$ cat src/rtl/game_pkg.sv
// Shared tic-tac-toe codes: squares, players, outcomes, controller states
// and the committed-move payload.
package game_pkg;

  localparam int unsigned SQ_W  = 4;
  localparam int unsigned PL_W  = 2;
  localparam int unsigned OC_W  = 2;
  localparam int unsigned CNT_W = 4;

  localparam logic [SQ_W-1:0] SQ_A1 = SQ_W'(0);
  localparam logic [SQ_W-1:0] SQ_A2 = SQ_W'(1);
  localparam logic [SQ_W-1:0] SQ_A3 = SQ_W'(2);
  localparam logic [SQ_W-1:0] SQ_B1 = SQ_W'(3);
  localparam logic [SQ_W-1:0] SQ_B2 = SQ_W'(4);
  localparam logic [SQ_W-1:0] SQ_B3 = SQ_W'(5);
  localparam logic [SQ_W-1:0] SQ_C1 = SQ_W'(6);
  localparam logic [SQ_W-1:0] SQ_C2 = SQ_W'(7);
  localparam logic [SQ_W-1:0] SQ_C3 = SQ_W'(8);

  localparam logic [CNT_W-1:0] MAX_MOVES = CNT_W'(9);

  typedef enum logic [PL_W-1:0] {
    P_NONE = 2'b00,
    P1     = 2'b01,
    P2     = 2'b10
  } player_e;

  typedef enum logic [OC_W-1:0] {
    IN_PROGRESS = 2'd0,
    P1_WIN      = 2'd1,
    P1_LOSE     = 2'd2,
    TIE         = 2'd3
  } outcome_e;

  typedef enum logic [2:0] {
    S_IDLE   = 3'd0,
    S_SELECT = 3'd1,
    S_SUBMIT = 3'd2,
    S_SETTLE = 3'd3,
    S_CHECK  = 3'd4,
    S_DONE   = 3'd5
  } state_e;

  typedef struct packed {
    logic [SQ_W-1:0] square;
    player_e         user;
  } move_t;

  function automatic player_e other_player(input player_e p);
    return (p == P1) ? P2 : P1;
  endfunction

endpackage

$ cat src/rtl/debounce_edge.sv
// Synchronizes and debounces a raw pushbutton; emits the stable level and a
// one-cycle pulse on its rising edge.
module debounce_edge #(
  parameter int unsigned DEBOUNCE_CYCLES = 50000
) (
  input  logic clk,
  input  logic rst,
  input  logic raw,
  output logic level,
  output logic rise
);

  localparam int unsigned CNT_W = $clog2(DEBOUNCE_CYCLES + 1);
  localparam logic [CNT_W-1:0] LAST = CNT_W'(DEBOUNCE_CYCLES - 1);

  logic             sync1;
  logic             sync2;
  logic [CNT_W-1:0] cnt;

  // Level flips only after DEBOUNCE_CYCLES consecutive samples disagree with it
  always_ff @(posedge clk or negedge rst) begin
    if (!rst) begin
      sync1 <= 1'b0;
      sync2 <= 1'b0;
      cnt   <= '0;
      level <= 1'b0;
      rise  <= 1'b0;
    end else begin
      sync1 <= raw;
      sync2 <= sync1;
      rise  <= 1'b0;
      if (sync2 != level) begin
        if (cnt == LAST) begin
          level <= sync2;
          rise  <= sync2;
          cnt   <= '0;
        end else begin
          cnt <= cnt + CNT_W'(1);
        end
      end else begin
        cnt <= '0;
      end
    end
  end

endmodule

$ cat src/rtl/turn_controller.sv
// Collects debounced moves from the switches, submits them to the board,
// alternates players and declares the end of the game.
module turn_controller
  import game_pkg::*;
#(
  parameter int unsigned DEBOUNCE_CYCLES = 50000
) (
  input  logic             clk,
  input  logic             rst,
  input  logic             start,
  input  logic [SQ_W-1:0]  sel_key,
  input  logic             confirm,
  input  logic             valid,
  input  logic [OC_W-1:0]  outcome,
  output logic [SQ_W-1:0]  move,
  output logic [PL_W-1:0]  user,
  output logic             move_stb,
  output logic             board_clr,
  output logic [PL_W-1:0]  turn,
  output logic [CNT_W-1:0] move_count,
  output logic             err,
  output logic             game_over,
  output logic [OC_W-1:0]  winner
);

  logic cfm_level;
  logic cfm_rise;
  logic cfm_pulse;

  debounce_edge #(
    .DEBOUNCE_CYCLES(DEBOUNCE_CYCLES)
  ) u_debounce (
    .clk  (clk),
    .rst  (rst),
    .raw  (confirm),
    .level(cfm_level),
    .rise (cfm_rise)
  );

  // Rise and level update on the same edge; requiring both rejects a stray rise
  assign cfm_pulse = cfm_rise & cfm_level;

  state_e           state_q,  state_d;
  move_t            mv_q,     mv_d;
  logic             stb_q,    stb_d;
  logic             clr_q,    clr_d;
  player_e          turn_q,   turn_d;
  logic [CNT_W-1:0] cnt_q,    cnt_d;
  logic             err_q,    err_d;
  logic             over_q,   over_d;
  logic [OC_W-1:0]  win_q,    win_d;

  always_ff @(posedge clk or negedge rst) begin
    if (!rst) begin
      state_q <= S_IDLE;
      mv_q    <= '{square: '0, user: P_NONE};
      stb_q   <= 1'b0;
      clr_q   <= 1'b0;
      turn_q  <= P_NONE;
      cnt_q   <= '0;
      err_q   <= 1'b0;
      over_q  <= 1'b0;
      win_q   <= '0;
    end else begin
      state_q <= state_d;
      mv_q    <= mv_d;
      stb_q   <= stb_d;
      clr_q   <= clr_d;
      turn_q  <= turn_d;
      cnt_q   <= cnt_d;
      err_q   <= err_d;
      over_q  <= over_d;
      win_q   <= win_d;
    end
  end

  always_comb begin
    state_d = state_q;
    mv_d    = mv_q;
    stb_d   = 1'b0;
    clr_d   = 1'b0;
    turn_d  = turn_q;
    cnt_d   = cnt_q;
    err_d   = err_q;
    over_d  = over_q;
    win_d   = win_q;

    if (start) begin
      clr_d   = 1'b1;
      cnt_d   = '0;
      err_d   = 1'b0;
      win_d   = '0;
      over_d  = 1'b0;
      turn_d  = P1;
      state_d = S_SELECT;
    end else begin
      unique case (state_q)
        S_IDLE: ;
        S_SELECT: begin
          if (cfm_pulse) begin
            if (sel_key > SQ_C3) begin
              err_d = 1'b1;
            end else begin
              mv_d    = '{square: sel_key, user: turn_q};
              err_d   = 1'b0;
              stb_d   = 1'b1;
              state_d = S_SUBMIT;
            end
          end
        end
        S_SUBMIT: begin
          if (valid) begin
            cnt_d   = (cnt_q == MAX_MOVES) ? cnt_q : cnt_q + CNT_W'(1);
            state_d = S_SETTLE;
          end else begin
            err_d   = 1'b1;
            state_d = S_SELECT;
          end
        end
        S_SETTLE: state_d = S_CHECK;
        S_CHECK: begin
          if (outcome == OC_W'(P1_WIN) || outcome == OC_W'(P1_LOSE)) begin
            win_d   = outcome;
            over_d  = 1'b1;
            turn_d  = P_NONE;
            state_d = S_DONE;
          end else if (cnt_q == MAX_MOVES) begin
            win_d   = OC_W'(TIE);
            over_d  = 1'b1;
            turn_d  = P_NONE;
            state_d = S_DONE;
          end else begin
            turn_d  = other_player(turn_q);
            state_d = S_SELECT;
          end
        end
        S_DONE: ;
        default: state_d = S_IDLE;
      endcase
    end
  end

  assign move       = mv_q.square;
  assign user       = mv_q.user;
  // A start landing on the submit cycle must cancel the commit immediately
  assign move_stb   = stb_q & ~start;
  assign board_clr  = clr_q;
  assign turn       = turn_q;
  assign move_count = cnt_q;
  assign err        = err_q;
  assign game_over  = over_q;
  assign winner     = win_q;

endmodule

$ cat config.mk
export PLATFORM = sky130hd
export DESIGN_NAME = turn_controller
export DESIGN_NICKNAME = d
export VERILOG_FILES = /design/src/rtl/game_pkg.sv /design/src/rtl/debounce_edge.sv /design/src/rtl/turn_controller.sv
export SDC_FILE = /design/constraint.sdc
export NUM_CORES = 1
export LEC_CHECK = 0
export ABC_AREA = 1
export CORE_AREA = 4 4 59 75
export DETAILED_ROUTE_END_ITERATION = 7
export DIE_AREA = 0 0 63 79
export PLACE_DENSITY = 0.86
export SLEW_MARGIN = 20
export SYNTH_ARGS = -nofsm -noshare
export SYNTH_HDL_FRONTEND = slang
export SYNTH_SLANG_ARGS = --single-unit
$ cat constraint.sdc
create_clock -name clk -period 3.9 [get_ports clk]
set_clock_uncertainty 0.15 [all_clocks]
set_input_delay 0.39 -clock clk [delete_from_list [all_inputs] [get_ports clk]]
set_output_delay 0.39 -clock clk [all_outputs]
set_load 0.01 [all_outputs]
==> impl_metrics.py <==
metrics = {
    "placed_design": {
        "place_inst": 325,
        "dp_slack_ps": 1580,
        "dp_hpwl_microns": 3050,
        "io_buffers": 28,
        "gp_congestion": 0.866,
        "place_area_sq_um": 2400,
    },
    "routing": {
        "drt_wl_total_microns": 4210,
        "dr.pass1.iters": 4,
        "drc_errors": 0,
        "drt_iter0_drc": 108,
        "wire_per_inst_microns": 12.6,
        "viasPerCell": 5.28,
        "num_vias": 1758,
        "antenna_left": 0,
    },
    "global_route": {
        "antenna_found_initial": 0,
        "grtUsageMet1_pct": 22.7,
        "first_global_vias": 1734,
        "grt_max_degree": 42,
        "grt_pass1_wl_microns": 7490,
        "overflow": 0,
        "met2_usage_pct": 32.5,
        "grt_use_met3_pct": 3.68,
        "grt-busiest-layer": "met2",
        "grt.total_usage_pct": 19.1,
    },
    "timing": {
        "setup_tns_ps": 0,
        "period_needed_ps": 2330,
        "rsz0062_at_grt": "no",
        "fin_crit_sh_pct": 59.7,
        "fin_ws_ps": 1570,
        "drv_slew": 0,
        "tightest_slew_ps": 888,
        "setup_viol": 0,
        "max_freq_mhz": 430,
        "finalHoldViolCount": 0,
        "slew_headroom_pct": 40.8,
        "fin_hold_ws_ps": 71.3,
    },
    "synth": {
        "synthXorXnorAreaFrac_pct": 2.93,
        "ys_seq_area_share_pct": 49.0,
        "muxShareOfSynthArea_pct": 0,
        "yosysWarnings": 0,
        "syn_inst": 260,
        "yosys.area_share.simple_pct": 32.0,
        "synth.avg_cell_area_sq_um": 8.05,
        "synth_edf_count": 0,
        "synthAdderAreaFrac_pct": 2.99,
        "synth-seq-cells": 41,
        "synth_top_family_by_area": "simple AND/OR/NAND/NOR gates",
        "ys_types": 27,
        "synth_ff_type": "dfrtp_1",
        "async_flop_share_pct": 100,
        "synth_nets": 276,
        "synth-compound-area-share_pct": 5.50,
        "syn-cell-area_sq_um": 2090,
    },
    "hold_path": {
        "hp-class": "in2async",
    },
    "clocking": {
        "cts.sink_count": 41,
        "hold_buffers": 0,
        "post-cts-setup-buffers": 0,
        "clk_path_buf_depth": 2,
        "clk_pin_slew_ps": 70,
        "cts_buffers": 5,
        "cts-root-buf": "clkbuf_8",
        "htreeDepth": 2,
        "cts_resized": 0,
        "cts_tree": "done",
        "clkLatencyLatePin_ps": 290,
    },
    "floorplan": {
        "start_util_pct": 56.2,
        "core-area_sq_um": 3720,
        "boundaryPins": 29,
        "die_area_sq_um": 4980,
        "dieWidth_microns": 63,
        "row_count": 25,
        "die_h_microns": 79,
    },
    "layout": {
        "postLayoutCellArea_sq_um": 2480,
        "fillCellCount": 312,
        "final_nets": 308,
        "syn_to_final_growth_pct": 18.5,
        "final_util_pct": 66.7,
        "layout_commonest_cell": "nand2_1",
        "final_layout_size_suffix_gt1_share_pct": 9.56,
        "antenna_cells": 0,
        "fin_cells": 333,
        "final_cell_mix": "nand2_1, dfrtp_1, nor2_1, inv_1, clkdlybuf4s50_1",
    },
    "setup_path": {
        "cp_data_arrival_time_ps": 1790,
        "start_kind": "input port",
        "cp_common_cell": "clkdlybuf4s50_1",
        "crit_fanout": 13,
        "crit_buf_inv": 2,
        "cp-end-kind": "output pin",
        "crit_type": "in2out",
        "cp_cell_sequence": "clkdlybuf4s50_1 > nor2_1 > clkdlybuf4s50_1",
        "crit_required_ps": 3360,
        "cp_top_family": "buffers and inverters",
        "max_stage_delay_ps": 660,
        "crit_slowest_cell": "clkdlybuf4s50_1",
    },
    "power_and_ir_drop": {
        "peakVddDrop_mv": 0.262,
        "internal-power_mw": 0.613,
        "p_leak_nw": 1.22,
        "p_clk_share_pct": 31.8,
        "cellPowerDensity_nw_per_um2": 335,
        "combPwrFrac_pct": 12.8,
        "p_sw_mw": 0.217,
        "power_frac_seq_pct": 55.4,
        "p_sw_share_pct": 26.2,
        "totalPowerFinal_mw": 0.830,
    },
    "job": {
        "max_cap_viol_count": 0,
    },
    "run_status": {
        "status": "complete, no violations",
    },
}
## cells in the mapped netlist, types with 2 or more instances
library cell | n | area, sq um
nand2_1 | 59 | 221
dfrtp_1 | 41 | 1030
nor2_1 | 40 | 150
inv_1 | 35 | 131
nand3_1 | 20 | 100
nand4_1 | 8 | 50.1
nand2_2 | 7 | 43.8
nor3_1 | 7 | 35.0
a21oi_1 | 6 | 30.0
xor2_1 | 6 | 52.6
ha_1 | 5 | 62.6
o21ai_2 | 5 | 43.8
o21ai_0 | 3 | 15.0
inv_2 | 2 | 7.51
nand3_2 | 2 | 20.0
nor2_2 | 2 | 12.5
nor2_4 | 2 | 22.5
## metal layers
layer	vias to the layer above	routed length, microns	part of all wire, %
li1	878	-	-
met1	812	1800	43
met2	58	2130	51
met3	10	193	4.6
met4	0	89	2.1
met5	-	0	0
## worst paths after layout
check | from | end | slack (ps) | depth (start not counted)
setup / recovery | start | move_stb | 1570 | 3
hold / removal | rst | move[0] | 70 | 1
max in group asynchronous | rst | move[1] | 2980 | 1
setup reg to reg | u_debounce.cnt[0] | u_debounce.cnt[14] | 2230 | 8
hold reg to reg | u_debounce.sync1 | u_debounce.sync2 | 210 | 0
min in group clk | u_debounce.sync1 | u_debounce.sync2 | 210 | 0
## power by group through the flow
stage	combinational [mW]	clock, mW	sequential, mW
floorplan	0.0535	0	0.469
global placement	0.105	0	0.467
detailed placement	0.107	0	0.468
CTS	0.108	0.271	0.460
global route	0.122	0.291	0.463
finish	0.106	0.264	0.460
## state kept, by name, summed over array words and instances (netlist names)
name              count
board_clr             1
err                   1
game_over             1
u_debounce.level      1
u_debounce.cnt       16
user                  2
u_debounce.sync1      1
move                  4
stb_q                 1
move_count            4
u_debounce.sync2      1
u_debounce.rise       1
state_q               3
turn                  2
winner                2
## layout make-up
cell class	instances	area, sq um	share of cell area (%)
inverter	37	139	5.60
timing repair buffer	28	275	11.1
clock buffer	6	72.6	2.92
clock inverter	2	10.0	0.403
multi-input combinational	179	908	36.6
tap	40	50.0	2.02
sequential	41	1030	41.4
## cells by family (layout without fill, tap and decap cells)
logic type	count (synthesis)	count (layout)
AOI/OAI and AO/OA	18	18
DFF	41	41
xor gates and xnor gates	7	7
and+or+nand+nor	149	149
adders and majority gates	5	5
buffers and inverters	40	73
No activity file was read; power rests on OpenSTA's default activity.
